<file path="config.mk">
export PLATFORM = sky130hd
export DESIGN_NAME = k2_prog_mem
export DESIGN_NICKNAME = d
export VERILOG_FILES = /design/src/rtl/k2_prog_mem.sv
export SDC_FILE = /design/constraint.sdc
export NUM_CORES = 1
export LEC_CHECK = 0
export CAP_MARGIN = 15
export CORE_AREA = 5 5 221 180
export CTS_CLUSTER_DIAMETER = 80
export DETAILED_ROUTE_END_ITERATION = 10
export DIE_AREA = 0 0 226 185
export PLACE_DENSITY = 0.77
export SLEW_MARGIN = 5
export SYNTH_ARGS = -nofsm -noshare
export SYNTH_HDL_FRONTEND = slang
export SYNTH_SLANG_ARGS = --single-unit
</file>
<file path="constraint.sdc">
create_clock -name clk -period 3.4 [get_ports clk]
set_clock_uncertainty 0.1 [all_clocks]
set_input_delay 0.51 -clock clk [delete_from_list [all_inputs] [get_ports clk]]
set_output_delay 0.51 -clock clk [all_outputs]
set_load 0.02 [all_outputs]
</file>
<file path="src/rtl/k2_prog_mem.sv">
// -----------------------------------------------------------------------------
// k2_prog_mem
//
// Run-time loadable instruction memory for the K2 core. Holds NUM_BANKS
// independent program banks of DEPTH = 2**ADDR_W words each. Banks are filled
// through a valid/ready load stream and read through a registered fetch port
// with one cycle of latency.
//
// Optional feature: define K2_PROG_MEM_CHECKSUM_EN to add the load_csum input.
// A running XOR of the accepted words is then compared against load_csum when
// load_last is accepted. A mismatch flags load_err and leaves the bank empty.
//
// Ports:
//   clk         system clock, rising edge
//   rst         synchronous, active-high reset
//   rd_en       fetch request
//   rd_bank     bank to fetch from
//   rd_addr     fetch address (PC)
//   inst        fetched instruction, registered
//   inst_valid  inst holds the result of the previous cycle's fetch
//   load_start  one-cycle pulse that begins loading bank load_bank
//   load_bank   target bank, sampled with load_start
//   load_valid  load_data is valid
//   load_data   instruction word to store
//   load_last   marks the final word, qualified by load_valid
//   load_csum   expected XOR of all words (checksum build only)
//   load_ready  a word is accepted this cycle
//   busy        a load is in progress
//   load_done   one-cycle pulse when a load completes cleanly
//   load_err    sticky error flag, cleared by the next load_start or rst
//   prog_len    stored length of rd_bank
// -----------------------------------------------------------------------------
module k2_prog_mem #(
    parameter int                INST_W    = 8,
    parameter int                ADDR_W    = 4,
    parameter int                NUM_BANKS = 4,
    parameter int                BANK_W    = 2,
    parameter logic [INST_W-1:0] FILL_INST = 8'h00
) (
    input  logic              clk,
    input  logic              rst,
    input  logic              rd_en,
    input  logic [BANK_W-1:0] rd_bank,
    input  logic [ADDR_W-1:0] rd_addr,
    output logic [INST_W-1:0] inst,
    output logic              inst_valid,
    input  logic              load_start,
    input  logic [BANK_W-1:0] load_bank,
    input  logic              load_valid,
    input  logic [INST_W-1:0] load_data,
    input  logic              load_last,
`ifdef K2_PROG_MEM_CHECKSUM_EN
    input  logic [INST_W-1:0] load_csum,
`endif
    output logic              load_ready,
    output logic              busy,
    output logic              load_done,
    output logic              load_err,
    output logic [ADDR_W:0]   prog_len
);

    // state | meaning
    // IDLE  | no load active; waiting for load_start
    // LOAD  | accepting words into the latched bank
    // DONE  | one-cycle load_done pulse after a clean load_last
    typedef enum logic [1:0] {
        ST_IDLE = 2'd0,
        ST_LOAD = 2'd1,
        ST_DONE = 2'd2
    } state_t;

    localparam int              DEPTH    = 2 ** ADDR_W;
    localparam logic [BANK_W:0] BANK_LIM = (BANK_W + 1)'(NUM_BANKS);
    localparam logic [ADDR_W:0] FULL_LEN = (ADDR_W + 1)'(DEPTH);

    state_t              state;
    state_t              state_nxt;
    logic [BANK_W-1:0]   bank_q;
    logic [ADDR_W-1:0]   wptr;
    logic [INST_W-1:0]   mem   [NUM_BANKS][DEPTH];
    logic [ADDR_W:0]     len_q [NUM_BANKS];

    logic                accept;
    logic                start_ok;
    logic                start_bad;
    logic                fin_ok;
    logic                fin_bad;
    logic                ovf;
    logic                csum_ok;
    logic                rd_bank_ok;
    logic                load_bank_ok;
    logic [INST_W-1:0]   fetch_word;

    assign rd_bank_ok   = ({1'b0, rd_bank} < BANK_LIM);
    assign load_bank_ok = ({1'b0, load_bank} < BANK_LIM);

    // ---------------------------------------------------------------- checksum
`ifdef K2_PROG_MEM_CHECKSUM_EN
    logic [INST_W-1:0] csum_q;

    always_ff @(posedge clk) begin
        if (rst) begin
            csum_q <= '0;
        end else if (start_ok) begin
            csum_q <= '0;
        end else if (accept) begin
            csum_q <= csum_q ^ load_data;
        end
    end

    // Includes the word arriving with load_last, which is not yet in csum_q.
    assign csum_ok = ((csum_q ^ load_data) == load_csum);
`else
    assign csum_ok = 1'b1;
`endif

    // --------------------------------------------------------------------- FSM
    always_comb begin
        state_nxt = state;
        accept    = 1'b0;
        start_ok  = 1'b0;
        start_bad = 1'b0;
        fin_ok    = 1'b0;
        fin_bad   = 1'b0;
        ovf       = 1'b0;
        case (state)
            ST_IDLE: begin
                if (load_start) begin
                    if (load_bank_ok) begin
                        start_ok  = 1'b1;
                        state_nxt = ST_LOAD;
                    end else begin
                        start_bad = 1'b1;
                    end
                end
            end
            ST_LOAD: begin
                accept = load_valid;
                if (load_valid) begin
                    if (load_last) begin
                        if (csum_ok) begin
                            fin_ok    = 1'b1;
                            state_nxt = ST_DONE;
                        end else begin
                            fin_bad   = 1'b1;
                            state_nxt = ST_IDLE;
                        end
                    end else if (wptr == '1) begin
                        // Bank is full and the stream has not ended.
                        ovf       = 1'b1;
                        state_nxt = ST_IDLE;
                    end
                end
            end
            ST_DONE: begin
                state_nxt = ST_IDLE;
            end
            default: begin
                state_nxt = ST_IDLE;
            end
        endcase
    end

    assign load_ready = (state == ST_LOAD);
    assign busy       = (state == ST_LOAD);
    assign load_done  = (state == ST_DONE);

    always_ff @(posedge clk) begin
        if (rst) begin
            state    <= ST_IDLE;
            bank_q   <= '0;
            wptr     <= '0;
            load_err <= 1'b0;
            for (int i = 0; i < NUM_BANKS; i++) begin
                len_q[i] <= '0;
            end
        end else begin
            state <= state_nxt;
            if (start_ok) begin
                bank_q           <= load_bank;
                wptr             <= '0;
                load_err         <= 1'b0;
                // Empty the bank up front so a partial load never exposes
                // the previous program.
                len_q[load_bank] <= '0;
            end
            if (start_bad) begin
                load_err <= 1'b1;
            end
            if (accept) begin
                wptr <= wptr + ADDR_W'(1);
            end
            if (fin_ok) begin
                len_q[bank_q] <= {1'b0, wptr} + (ADDR_W + 1)'(1);
            end
            if (fin_bad) begin
                load_err      <= 1'b1;
                len_q[bank_q] <= '0;
            end
            if (ovf) begin
                load_err      <= 1'b1;
                len_q[bank_q] <= FULL_LEN;
            end
        end
    end

    // Array contents are deliberately not reset; len_q gates visibility.
    always_ff @(posedge clk) begin
        if (!rst && accept) begin
            mem[bank_q][wptr] <= load_data;
        end
    end

    // ------------------------------------------------------------------- fetch
    always_comb begin
        fetch_word = FILL_INST;
        if (rd_bank_ok && !(state == ST_LOAD && rd_bank == bank_q)
            && ({1'b0, rd_addr} < len_q[rd_bank])) begin
            fetch_word = mem[rd_bank][rd_addr];
        end
    end

    always_ff @(posedge clk) begin
        if (rst) begin
            inst       <= FILL_INST;
            inst_valid <= 1'b0;
        end else begin
            inst_valid <= rd_en;
            if (rd_en) begin
                inst <= fetch_word;
            end
        end
    end

    assign prog_len = rd_bank_ok ? len_q[rd_bank] : '0;

endmodule

</file>
Yosys cells after proc, flatten, opt, wreduce, memory -nomap -nowiden
Memory sizes are Yosys's and may differ from the RTL's.
Cells that the tools add are included.
{"block": "totals", "register_bits": 18, "latch_bits": 0, "ram_bits": 532, "rom_bits": 0, "input_bits": 22, "out_inout_bits": 18, "elab_cells": 81, "mem_count": 2}
{"name": "mem", "words": 4, "width": 128, "read_ports": 1, "rd_ports_with_merged_regs": 0, "wr": 1, "line": "80", "source": "logic [INST_W-1:0] mem [NUM_BANKS][DEPTH];"}
{"name": "len_q", "words": 4, "width": 5, "read_ports": 1, "rd_ports_with_merged_regs": 0, "wr": 4, "line": "81", "source": "logic [ADDR_W:0] len_q [NUM_BANKS];"}
{"block": "op_classes", "addsub": 2, "multipliers": 0, "div_mod_pow": 0, "magnitude_cmp": 4, "n_eq_ne": 7, "shifts": 0, "muxes": 45, "bitwise_logic": 3, "reduce_logical": 12}
{"cell": "$mux 128", "n": 1}
{"cell": "$bmux 8 s4", "n": 1}
{"cell": "$demux 8 s4", "n": 1}
{"cell": "$mux 8", "n": 4}
{"cell": "$mux 1", "n": 26}
{"cell": "$mux 5", "n": 3}
{"cell": "$mux 2", "n": 6}
{"cell": "$ge 5x5->1 const B", "n": 2}
{"cell": "$not 4->5", "n": 2}
{"cell": "$reduce_or 5->1", "n": 2}
{"cell": "$mux 4", "n": 2}
{"cell": "$add 4x1->5 const B", "n": 1}
{"cell": "$lt 4x5->1", "n": 1}
{"cell": "$lt 5x1->1 const B", "n": 1}
{"cell": "$add 4x1->4 const B", "n": 1}
{"cell": "$eq 4x4->1 const B", "n": 1}
{"cell": "$logic_and 1x1->1", "n": 4}
{"cell": "$ne 2x2->1 const B", "n": 2}
{"cell": "$pmux 2 s2", "n": 1}
{"cell": "$reduce_bool 2->1", "n": 2}
{"cell": "$ne 3x2->1 const B", "n": 1}
{"cell": "$reduce_and 3->1", "n": 1}
{"cell": "$eq 2x1->1 const B", "n": 1}
{"cell": "$eq 2x2->1", "n": 1}
{"cell": "4 further kinds", "n": 5}

Depth between registers and ports, before layout
{"block": "depth", "ltp_word": 11, "mapped_depth": 11, "ltp_nobuf": 7}

Worst setup path before layout
No wires, ideal clock.
{"block": "synth_timing", "path_type": "input-to-reg", "from": "input port rd_bank[0]", "to": "register inst[0]", "setup_ns": 0.095, "arrival_time_ns": 2.548, "required_ns": 3.205, "setup_slack_ns": 0.657, "cell_stages": 10, "path_buffers": 3, "cell_sequence": "buf_6 buf_6 buf_2 mux4_2 inv_1 ha_1 a21oi_1 o21a_1 o21ai_2 a221oi_1"}
{"block": "synth_via", "word_cells_on_any_way": 11, "classes_between": "order compare (1); eq/ne (1); mux (4); reduce/logical (3); memory (2)"}
{"item": "start, declared", "line": "43", "source": "input logic [BANK_W-1:0] rd_bank,"}
{"item": "$mem_v2 4x5"}
{"item": "named net prog_len[2]", "line": "59", "source": "output logic [ADDR_W:0] prog_len"}
{"item": "$lt 4x5->1", "line": "218", "source": "&& ({1'b0, rd_addr} < len_q[rd_bank])) begin"}
{"item": "$logic_and 1x1->1", "line": "218"}
{"item": "$mux 8", "line": "217", "source": "if (rd_bank_ok && !(state == ST_LOAD && rd_bank == bank_q)"}
{"item": "end signal, assigned", "line": "230", "source": "inst <= fetch_word;"}
{"item": "end, declared", "line": "45", "source": "output logic [INST_W-1:0] inst,"}
The timed path passes the listed nets, and every way through them passes these cells. The select of a mux whose other input is x is not followed.
A chain may end at the register's enable or synchronous reset.

Worst setup path after layout
{"block": "layout_timing", "from": "input port rd_bank[0]", "to": "output port prog_len[4]"}
{"block": "layout_via", "elab_chain_cells": 1}
{"item": "$mem_v2 4x5"}
{"item": "end, declared", "line": "59"}
Every way passes these cells.

==> results.md <==
- Outcome: completed
- Hold_buf cts: 0
- Crit path launch type: primary input
- Ordered list of cells on the worst path: buf_4 > mux4_1 > clkdlybuf4s50_1
- Post-layout minimum cycle time: 2780 ps
- Cell at the root of the clock tree: sky130_fd_sc_hd__clkbuf_16
- Layout cell share with drive strength beyond 1: 25.8%
- Final HPWL DP: 32400 um
- R2R Path Start: wptr[0]$_SDFFE_PP0P_
- Count of cell types in the netlist: 54
- Share of the synthesized area in the top cell type: 72.1%
- Leakage power: 8.25 nW
- Fin util: 66.8%
- Met2 routing resource usage after global routing: 36.6%
- TritonRoute pass-1 iters: 5
- Post-synthesis mux area share: 13.9%
- I/O pin count: 40
- Gr ovfl total: 0
- Maximum operating frequency: 360 MHz
- Number of vias per cell after detailed routing: 6.32
- Area share of xor/xnor cells in the synthesized design: 0.158%
- Prevailing post-synth register cell: sky130_fd_sc_hd__edfxtp_1
- Peak supply drop: 0.470 mV
- Area growth from synthesis to layout: 13.3%
- Switch share: 20.9%
- Via count of the first global-routing pass: 12000
- Residual antenna-violating net count after detailed routing: 0
- Peak-usage layer in the global routing report: met2
- Number of enable-type register cells in the synthesized netlist: 532
- Normalized max-slew margin: 24.7%
- Crit. Startpoint: rd_bank[0]
- Flops & latches, synth: 550
- Global-route wire length before repair: 75400 um
- Clock share of power: 39.2%
- Die height: 185 um
- Number of buffers created by CTS: 51
- Number of gates resized after cts: 0
- Met3 usage: 6.05%
- Post-layout total power: 13.6 mW
- Internal Pwr Total: 10.7 mW
- Number of nets in the layout: 1390
- Startpoint of the worst hold path: load_data[5]
- CTS H-tree lvls: 2
- Netlist Area Pre-Place: 22200 um^2
- Req. time, crit path: 2790 ps
- Critical path arrival: 2170 ps
- Worst min path class: primary input to register
- Adder-Cell Fraction of Synth Area: 0.395%
- Post-DR wirelength/cell: 26.1 um
- Master of the slowest instance on the critical path: sky130_fd_sc_hd__mux4_1
- Final hold violations: 0
- Row Count: 64
- Hold path depth: 1
- TritonCTS clock tree: built
- CORE AREA: 37600 um^2
- Post-CTS Setup Bufs: 0
- Unrepaired setup endpoints after global routing: no
- Number of max-slew violations in the final report: 0
- Worst R2R End: len_q[1][1]$_SDFFCE_PN0P_
- Vias: 12000
- Post-synthesis simple-gate area fraction: 5.37%
- Gpl congestion: 0.913
- Max capacitance violation total: 0
- Synthesized area divided by synthesized cell count: 18.0 um^2
- All-Layer GR Usage: 24.2%
- Insertion delay of the later-clocked pin in the worst-skew pair: 570 ps
- Met1 global-route usage: 36.4%
- Sequential fraction of design power: 55.1%
- Endpoint of the worst hold-timing path: mem[0][85]$_DFFE_PP_
- DRC violations left: 0
- Die Width: 226 um
- Number of DRC markers in iteration 0: 1410
- Area leader, netlist: sky130_fd_sc_hd__edfxtp_1
- Synth Warn #: 0
- CP max stage delay: 690 ps
- Final setup TNS: 0 ps
- Category of the most critical setup path: primary input to output port
- Buffers on Ports: 39
- CP Capture Type: output port
- DIE AREA: 41800 um^2
- Crit path buf inv count: 2
- Switching component of the power: 2.83 mW
- Crit path max fanout: 26
- Diodes inserted: 0
- Count of clock tree sinks: 550
- Setup Viol. Count Final: 0
- Instance count of the mapped netlist: 1233
- Pin count of the biggest net entering global routing: 65
- Family of cells with the greatest summed delay on the critical path: buffers and inverters
- Initial cell density of the core: 59.0%
- Biggest area contributors in the synthesized netlist: sky130_fd_sc_hd__edfxtp_1 (72%), sky130_fd_sc_hd__mux4_2 (6.0%), sky130_fd_sc_hd__mux2_2 (5.5%)
- Actual slew at the worst max-slew pin: 1130 ps
- Net count after synthesis: 1262
- Final period utilization: 81.8%
- Worst R2R Path Depth: 6
- Worst R2R Setup Slack: 940 ps
- Compound-cell area share of the yosys netlist: 4.22%
- FILL cells: 2373
- Post-synthesis sequential area ratio: 73.7%
- Areal power density over the cells: 541 nW/um^2
- Wire length reported by the detailed router: 49400 um
- Post-synth ARST share: 0%
- Instance count after placement with tap cells included: 1801
- Dominant combinational cell family by area after synthesis: multiplexers
- Non-filler instance count after layout: 1896
- Logic gate share of total power: 5.7%
- CTS clk-pin slew, worst paths: 60 ps
- Clock Path Buffers: 3
- Initial antenna violation count: 1
worst max path at each step:
stage | to | depth (start not counted)
after global routing | prog_len[4] | 3
after detailed placement | inst[5]$_SDFFE_PP0P_ | 6
after global placement | inst[4]$_SDFFE_PP0P_ | 6
after floorplan | inst[0]$_SDFFE_PP0P_ | 10
after CTS | prog_len[4] | 3
final | prog_len[4] | 3
routing by layer:
metal | routed length, um | vias to the layer above
li1 | - | 5171
met3 | 4810 | 69
met5 | 16 | -
met1 | 20800 | 6129
met4 | 914 | 2
met2 | 22800 | 618
logic make-up (layout without fill, tap and decap cells):
| logic type | after synthesis | count (layout) |
|---|---|---|
| AOI/OAI and AO/OA | 135 | 135 |
| muxes | 204 | 204 |
| xor gates and xnor gates | 4 | 4 |
| buffers and inverters | 84 | 252 |
| DFF | 550 | 550 |
| adders and majority gates | 7 | 7 |
| and+or+nand+nor | 249 | 249 |
state kept, by name, indices dropped and copies added, names as in the netlist:
signal,cells
mem,512
len_q,20
inst,8
wptr,4
bank_q,2
state,2
inst_valid,1
load_err,1
placed cells by master (no fill, tap or decap), drive strengths merged, types with 6 or more instances in the layout:
cell type	count
o22ai	49
and2	6
mux2i	26
nand3	11
ha	7
buf	116
a221oi	8
nor3	24
inv	14
clkdlybuf4s50	28
o21ai	12
nand2b	13
nor2	111
a221o	6
a211oi	17
nor4	11
a22oi	8
mux2	109
dfxtp	18
clkinv	21
edfxtp	532
clkbuf	71
mux4	69
nand2	39
nor2b	21
a21oi	16
layout make-up:
class / count / area [um^2] / share of cell area, %
Clock inverter: 23 / 149 / 0.593
Inverter: 14 / 52.6 / 0.209
Clock buffer: 70 / 1390 / 5.54
Timing Repair Buffer: 145 / 1230 / 4.90
Sequential cell: 550 / 16300 / 65.1
Multi-Input combinational cell: 599 / 5330 / 21.2
Tap cell: 495 / 619 / 2.47
Yosys cell counts, types with 7 or more instances:
library cell and n:
sky130_fd_sc_hd__dfxtp_1 18, sky130_fd_sc_hd__nor3_1 24, sky130_fd_sc_hd__a221oi_1 7, sky130_fd_sc_hd__mux2i_1 26, sky130_fd_sc_hd__o22ai_1 49, sky130_fd_sc_hd__buf_6 10, sky130_fd_sc_hd__nor2_1 111, sky130_fd_sc_hd__mux4_1 10
sky130_fd_sc_hd__nand2b_1 13, sky130_fd_sc_hd__inv_1 14, sky130_fd_sc_hd__ha_1 7, sky130_fd_sc_hd__o21ai_0 11, sky130_fd_sc_hd__nor2b_1 21, sky130_fd_sc_hd__nand3_1 11, sky130_fd_sc_hd__a211oi_1 17, sky130_fd_sc_hd__clkbuf_1 16
sky130_fd_sc_hd__buf_2 26, sky130_fd_sc_hd__buf_4 15, sky130_fd_sc_hd__edfxtp_1 532, sky130_fd_sc_hd__mux4_2 59, sky130_fd_sc_hd__a22oi_1 8, sky130_fd_sc_hd__a21oi_1 16, sky130_fd_sc_hd__mux2_2 109, sky130_fd_sc_hd__nand2_1 39
per-stage QoR:
step                hold WS [ps]  setup WS [ps]  instance area [um^2]
floorplan                    439            657                 22200
global placement             373            361                 23500
detailed placement           374            249                 23500
CTS                          311            615                 25100
global route                 230            578                 25100
finish                       244            619                 25100
power groups by stage:
| stage | logic (mW) | clock network, mW | registers [mW] |
|---|---|---|---|
| floorplan | 0.442 | 0 | 7.62 |
| detailed placement | 0.763 | 0 | 7.62 |
| global placement | 0.746 | 0 | 7.62 |
| finish | 0.777 | 5.32 | 7.48 |
| CTS | 0.767 | 5.39 | 7.48 |
| global route | 0.828 | 5.71 | 7.47 |
(Power assumes the default switching activity.)
